[config.mk]
export PLATFORM = sky130hd
export DESIGN_NAME = rf_read_scheduler
export DESIGN_NICKNAME = d
export VERILOG_FILES = /design/src/rtl/rf_read_scheduler.sv
export SDC_FILE = /design/constraint.sdc
export NUM_CORES = 1
export LEC_CHECK = 0
export ABC_AREA = 1
export CAP_MARGIN = 20
export CORE_UTILIZATION = 40
export CTS_BUF_LIST = sky130_fd_sc_hd__clkbuf_2
export DETAILED_ROUTE_END_ITERATION = 6
export HOLD_SLACK_MARGIN = 0.1
export PLACE_DENSITY = 0.81
export SLEW_MARGIN = 20
export SYNTH_ARGS = -nofsm -noshare
export SYNTH_HDL_FRONTEND = slang
export SYNTH_SLANG_ARGS = --single-unit
[constraint.sdc]
create_clock -name clk -period 3.9 [get_ports clk]
set_clock_uncertainty 0.1 [all_clocks]
set_input_delay 0.585 -clock clk [delete_from_list [all_inputs] [get_ports clk]]
set_output_delay 0.585 -clock clk [all_outputs]
set_load 0.005 [all_outputs]
[src/rtl/rf_read_scheduler.sv]
// rf_read_scheduler
// Round-robin allocation of NUM_PORTS register-file read ports among NUM_REQ
// requesters. Grants, port enables and addresses are combinational from the
// current requests, port blocks and the registered rotating pointer. Read data
// is routed back one cycle later through a registered per-requester port select.
// Optional feature macro: RF_READ_SHARE_EN -- a request whose tag matches an
// address already placed on a port this cycle rides on that port.
module rf_read_scheduler #(
  parameter int NUM_REQ   = 6,
  parameter int NUM_PORTS = 3,
  parameter int TAG_W     = 7,
  parameter int DATA_W    = 32
) (
  input  logic                        clk,
  input  logic                        rst,
  input  logic [NUM_REQ-1:0]          IN_reqValid,
  input  logic [NUM_REQ*TAG_W-1:0]    IN_reqTag,
  output logic [NUM_REQ-1:0]          OUT_reqReady,
  input  logic [NUM_PORTS-1:0]        IN_portBlock,
  output logic [NUM_PORTS-1:0]        OUT_readEnable,
  output logic [NUM_PORTS*TAG_W-1:0]  OUT_readAddress,
  input  logic [NUM_PORTS*DATA_W-1:0] IN_readData,
  output logic [NUM_REQ-1:0]          OUT_rspValid,
  output logic [NUM_REQ*DATA_W-1:0]   OUT_rspData
);

  localparam int PTR_W = (NUM_REQ > 1) ? $clog2(NUM_REQ) : 1;
  localparam int SEL_W = (NUM_PORTS > 1) ? $clog2(NUM_PORTS) : 1;

  // Registered state
  logic [PTR_W-1:0] r_ptr;
  logic [NUM_REQ-1:0] r_rsp_valid;
  logic [SEL_W-1:0] r_sel [NUM_REQ];

  // Combinational allocation results
  logic [TAG_W-1:0] w_tag [NUM_REQ];
  logic [TAG_W-1:0] w_addr [NUM_PORTS];
  logic [SEL_W-1:0] w_sel [NUM_REQ];
  logic [NUM_REQ-1:0] w_ready;
  logic [NUM_PORTS-1:0] w_alloc;
  logic w_any_grant;
  logic [PTR_W-1:0] w_ptr_nxt;
  logic [PTR_W:0] w_sum;
  logic [PTR_W-1:0] w_idx;
  logic w_done;

  // Unpack the flat tag bus into one tag per requester
  always_comb begin
    for (int r = 0; r < NUM_REQ; r++) begin
      w_tag[r] = IN_reqTag[r*TAG_W +: TAG_W];
    end
  end

  // Scan requesters from the pointer, wrapping, and hand out free ports in index order
  always_comb begin
    w_ready     = '0;
    w_alloc     = '0;
    w_any_grant = 1'b0;
    w_ptr_nxt   = r_ptr;
    w_sum       = '0;
    w_idx       = '0;
    w_done      = 1'b0;
    for (int p = 0; p < NUM_PORTS; p++) begin
      w_addr[p] = '0;
    end
    for (int r = 0; r < NUM_REQ; r++) begin
      w_sel[r] = '0;
    end
    for (int k = 0; k < NUM_REQ; k++) begin
      w_sum = {1'b0, r_ptr} + (PTR_W+1)'(k);
      if (w_sum >= (PTR_W+1)'(NUM_REQ)) begin
        w_sum = w_sum - (PTR_W+1)'(NUM_REQ);
      end else begin
        w_sum = w_sum;
      end
      w_idx  = w_sum[PTR_W-1:0];
      w_done = 1'b0;
      // No grants at all while reset is held
      if (rst && IN_reqValid[w_idx]) begin
`ifdef RF_READ_SHARE_EN
        // Ride on a port already reading the same register; needs no free port
        for (int p = 0; p < NUM_PORTS; p++) begin
          if (!w_done && w_alloc[p] && (w_addr[p] == w_tag[w_idx])) begin
            w_done       = 1'b1;
            w_sel[w_idx] = SEL_W'(p);
          end else begin
            w_done = w_done;
          end
        end
`endif
        for (int p = 0; p < NUM_PORTS; p++) begin
          if (!w_done && !w_alloc[p] && !IN_portBlock[p]) begin
            w_done       = 1'b1;
            w_alloc[p]   = 1'b1;
            w_addr[p]    = w_tag[w_idx];
            w_sel[w_idx] = SEL_W'(p);
          end else begin
            w_done = w_done;
          end
        end
        if (w_done) begin
          w_ready[w_idx] = 1'b1;
          w_any_grant    = 1'b1;
          // Pointer lands just past the last requester granted in scan order
          w_ptr_nxt = (w_idx == PTR_W'(NUM_REQ-1)) ? '0 : (w_idx + PTR_W'(1));
        end else begin
          w_ready[w_idx] = 1'b0;
        end
      end else begin
        w_done = 1'b0;
      end
    end
  end

  // Pointer, response strobes and port selects; cleared by synchronous active-low reset
  always_ff @(posedge clk) begin
    if (!rst) begin
      r_ptr       <= '0;
      r_rsp_valid <= '0;
      for (int r = 0; r < NUM_REQ; r++) begin
        r_sel[r] <= '0;
      end
    end else begin
      if (w_any_grant) begin
        r_ptr <= w_ptr_nxt;
      end
      r_rsp_valid <= w_ready;
      for (int r = 0; r < NUM_REQ; r++) begin
        if (w_ready[r]) begin
          r_sel[r] <= w_sel[r];
        end
      end
    end
  end

  // Drive grant and port outputs from the allocation
  always_comb begin
    OUT_reqReady   = w_ready;
    OUT_readEnable = w_alloc;
    for (int p = 0; p < NUM_PORTS; p++) begin
      OUT_readAddress[p*TAG_W +: TAG_W] = w_addr[p];
    end
  end

  // Route each requester's data from the port it was granted last cycle
  always_comb begin
    OUT_rspValid = r_rsp_valid;
    for (int r = 0; r < NUM_REQ; r++) begin
      OUT_rspData[r*DATA_W +: DATA_W] = IN_readData[0 +: DATA_W];
      for (int p = 1; p < NUM_PORTS; p++) begin
        if (r_sel[r] == SEL_W'(p)) begin
          OUT_rspData[r*DATA_W +: DATA_W] = IN_readData[p*DATA_W +: DATA_W];
        end else begin
          OUT_rspData[r*DATA_W +: DATA_W] = OUT_rspData[r*DATA_W +: DATA_W];
        end
      end
    end
  end

endmodule

==> flow_summary_export.csv <==
group,metric,value,unit
drt,vias_per_cell,6.35,
critical_path,worstPathArrival,3.63,ns
critical_path,crit_path_start_kind,"register",
sta,slew_viol_final,0,
cts,cts_root_buf,"clkbuf_2",
yosys,yosysSeqAreaShare,6.39,%
sta,worst_pin_slew,1.14,ns
placed_design,hpwl,43300,um
critical_path,r2r_slack,0.07,ns
critical_path,crit_type,"reg -> out",
die,die_area,21700,um^2
grt,grt_pass1_vias,14200,
cts,cts_tree,"built",
sta,fin_ws,-0.415,ns
sta,hold_violations,0,
sta,setup_violations,29,
hold_path,hold_path_class,"reg -> reg",
run_status,violations,"design-rule violations, negative setup slack",
grt,grt_max_degree,69,
cells_and_area,postLayoutCoreUtil,74.3,%
cts,cts.path.max_buffers,2,
cells_and_area,n_antenna_cell,0,
run_status,status,"finished, violations left",
critical_path,cp-end-kind,"output port",
sta,rsz0062_at_grt,"true",
cts,clkTransAtPathRegs,0.25,ns
die,die_w,147,um
yosys,synth_area,8460,um^2
cells_and_area,nets,2332,
drt,dr.pass1.iters,7,
drt,vias,15500,
cells_and_area,nFillCells,1645,
die,start_util,41.3,%
yosys,synth_ff_type,"edfxtp_1",
die,coreArea,20500,um^2
critical_path,cp_max_fo,6,
yosys,ys_async_sr_fraction,0,%
yosys,synth_edf_count,12,
drt,wl_per_cell,23.7,um
sta,fin_setup_tns,-8.89,ns
yosys,ys_top_cells_by_area,"nand2_1 (21%), o221ai_1 (19%), inv_1 (9.1%)",
die,io_pins,377,
cells_and_area,multiInputGateArea,7360,um^2
yosys,yosysUniqueCellTypes,53,
grt,overflow,0,
grt,grt_antenna_before_repair,4,
cells_and_area,final_cells,2442,
placed_design,gp_congestion,1.06,
yosys,avgSynthCellArea,5.39,um^2
sta,fin_crit,4.31,ns
power_and_ir_drop,leakage,6.65,nW
job,maxCapViolCount,0,
yosys,yosysTopAreaCell,"nand2_1",
cells_and_area,regArea,552,um^2
cells_and_area,area_growth_syn_to_layout,79.9,%
cts,cts_buffers,3,
drt,wl,58000,um
grt,grt_pass1_wl,83800,um
die,num_rows,52,
drt,drc,5,
cells_and_area,drive_gt1_share,25.0,%
placed_design,numPortBuffers,376,
drt,ant_nets,0,
cts,htree_levels,1,
yosys,synth_seq_cells,21,
sta,period_share,111,%
power_and_ir_drop,power.density,986,nW/um^2
yosys,synth_cells,1569,
critical_path,crit_required,3.21,ns
cts,clock_latency,0.39,ns
yosys,yosysWarnings,0,
cts,cts.sink_count,21,
power_and_ir_drop,max-vdd-ir-drop,0.000506,V
grt,grt_use_total,50.5,%
placed_design,dp.cells,2389,
sta,timing.fmax,0.232,GHz
die,dieHeight,147,um
yosys,syn_nets,1728,
sta,max_slew_margin,24.0,%
drt,drt_iter0_drc,2306,
yosys,synth_top_area_share,21.4,%
[stage by stage]
step	area [um^2]	worst slack, ns	hold slack (ns)	total power [mW]
floorplan	8520	0.0293	0.672	5.83
CTS	14900	-0.224	0.672	13.8
detailed placement	14200	-0.593	0.652	13.0
global route	15200	-0.512	0.744	15.5
finish	15200	-0.415	0.688	15.0
global placement	14200	-0.499	0.644	12.9
[where the power goes]
group | internal [mW] | switching (mW) | total, mW
registers | 0.340 | 0.0538 | 0.393
clock network | 0.0237 | 0.0849 | 0.109
logic | 6.29 | 8.22 | 14.5
total | 6.65 | 8.35 | 15.0
[logic make-up after synthesis]
| logic type | share of synthesized area, % |
|---|---|
| simple gates | 37.0 |
| compound gates | 39.6 |
| buf+inv | 14.5 |
| flops | 6.39 |
| fa+ha+maj | 1.48 |
| mux | 0.828 |
| xor+xnor | 0.296 |
[layout make-up]
| class | count | share of cell area (%) |
|---|---|---|
| flip-flops and latches | 21 | 3.63 |
| well taps | 270 | 2.22 |
| clock buffers | 3 | 0.0987 |
| multi-input cells | 1233 | 48.3 |
| repair buffers | 684 | 39.8 |
| clock inverters | 1 | 0.0493 |
| inverters | 230 | 5.91 |
[layout by cell type, fill, tap and decap left out, types with 7 or more instances in the layout]
cell type	n
nand2_1	453
clkdlybuf4s50_1	346
buf_4	289
inv_1	191
o221ai_1	179
nor2_1	130
o21ai_0	91
nand3_1	45
a21oi_1	33
nand2_2	32
o22ai_1	26
buf_2	26
inv_2	25
a31oi_1	24
nor2_2	23
o21ai_1	21
o211ai_1	17
nand2_4	16
o2111ai_1	15
buf_6	15
edfxtp_1	12
nor2_4	10
o21ai_2	10
a221oi_1	10
inv_4	9
a21oi_4	7
nand3_4	7
nand3_2	7
o221ai_2	7
[state kept, by name, indices dropped and copies added (netlist names)]
signal / count
OUT_rspValid: 6
r_ptr: 3
r_sel: 12
[critical path, stage by stage, from the launching register on]
cell and delay (ns):
dfxtp_4 0.43, buf_8 0.14, ha_4 0.18, inv_4 0.07, nand2_2 0.05, nand2_2 0.08, nand2_4 0.08, nand2_4 0.11
nand2_2 0.05, nand2_2 0.09, nand2_1 0.10, nand2_1 0.09, nand2_2 0.10, nand2_4 0.11, nand2_8 0.08, a21oi_4 0.20
buf_6 0.12, nand3_4 0.15, nand3_2 0.12, inv_2 0.06, nand3_4 0.09, nand2_4 0.08, nor2_4 0.13, buf_6 0.13
nand2_8 0.07, o221ai_2 0.16, buf_2 0.14
[what timing repair did]
| item | in CTS | in global routing |
|---|---|---|
| setup endpoints to repair | 30 | 32 |
| pin swaps | 48 | 57 |
| hold buffers | 0 | 0 |
| cloned | 1 | 0 |
| endpoints found under the hold margin | 0 | 0 |
| setup buffers | 30 | 20 |
| gates resized for setup | 241 | 75 |
[layer usage]
layer / global-route usage (%) / routed length, um / up-vias
met5: 0 / 55 / -
met4: 38.6 / 5790 / 8
met3: 15.9 / 8130 / 432
met2: 80.7 / 25200 / 1396
met1: 55.9 / 18800 / 6959
li1: - / - / 6717
[cells in the mapped netlist (3+ instances only)]
cell	count
o21ai_0	113
o221ai_1	186
edfxtp_1	12
inv_2	19
o21ai_1	8
o22ai_1	27
nand3_1	54
dfxtp_1	9
mux2i_1	7
a21oi_1	36
nand2_1	483
o2111ai_1	16
nand4_1	3
ha_1	10
a221oi_1	12
o21a_1	3
buf_2	5
inv_1	206
buf_6	3
nand2_2	18
nand3_2	4
buf_1	3
o21ai_2	3
nor3_1	7
nor2_2	6
o211ai_1	17
nor2_4	4
clkbuf_1	74
nor2_1	153
a31oi_1	25
a21oi_2	8
or2_2	5
clkinv_1	3
[path summary, 6_finish.rpt]
kind	start	endpoint	cells past startpoint
setup reg to reg	r_ptr[1]$_SDFFE_PN0P_	OUT_rspValid[1]$_SDFF_PN0_	25
hold / removal	r_ptr[0]$_SDFFE_PN0P_	r_ptr[0]$_SDFFE_PN0P_	3
hold reg to reg	r_ptr[0]$_SDFFE_PN0P_	r_ptr[0]$_SDFFE_PN0P_	3
setup / recovery	r_ptr[1]$_SDFFE_PN0P_	OUT_readAddress[16]	26
(Power assumes the default switching activity.)
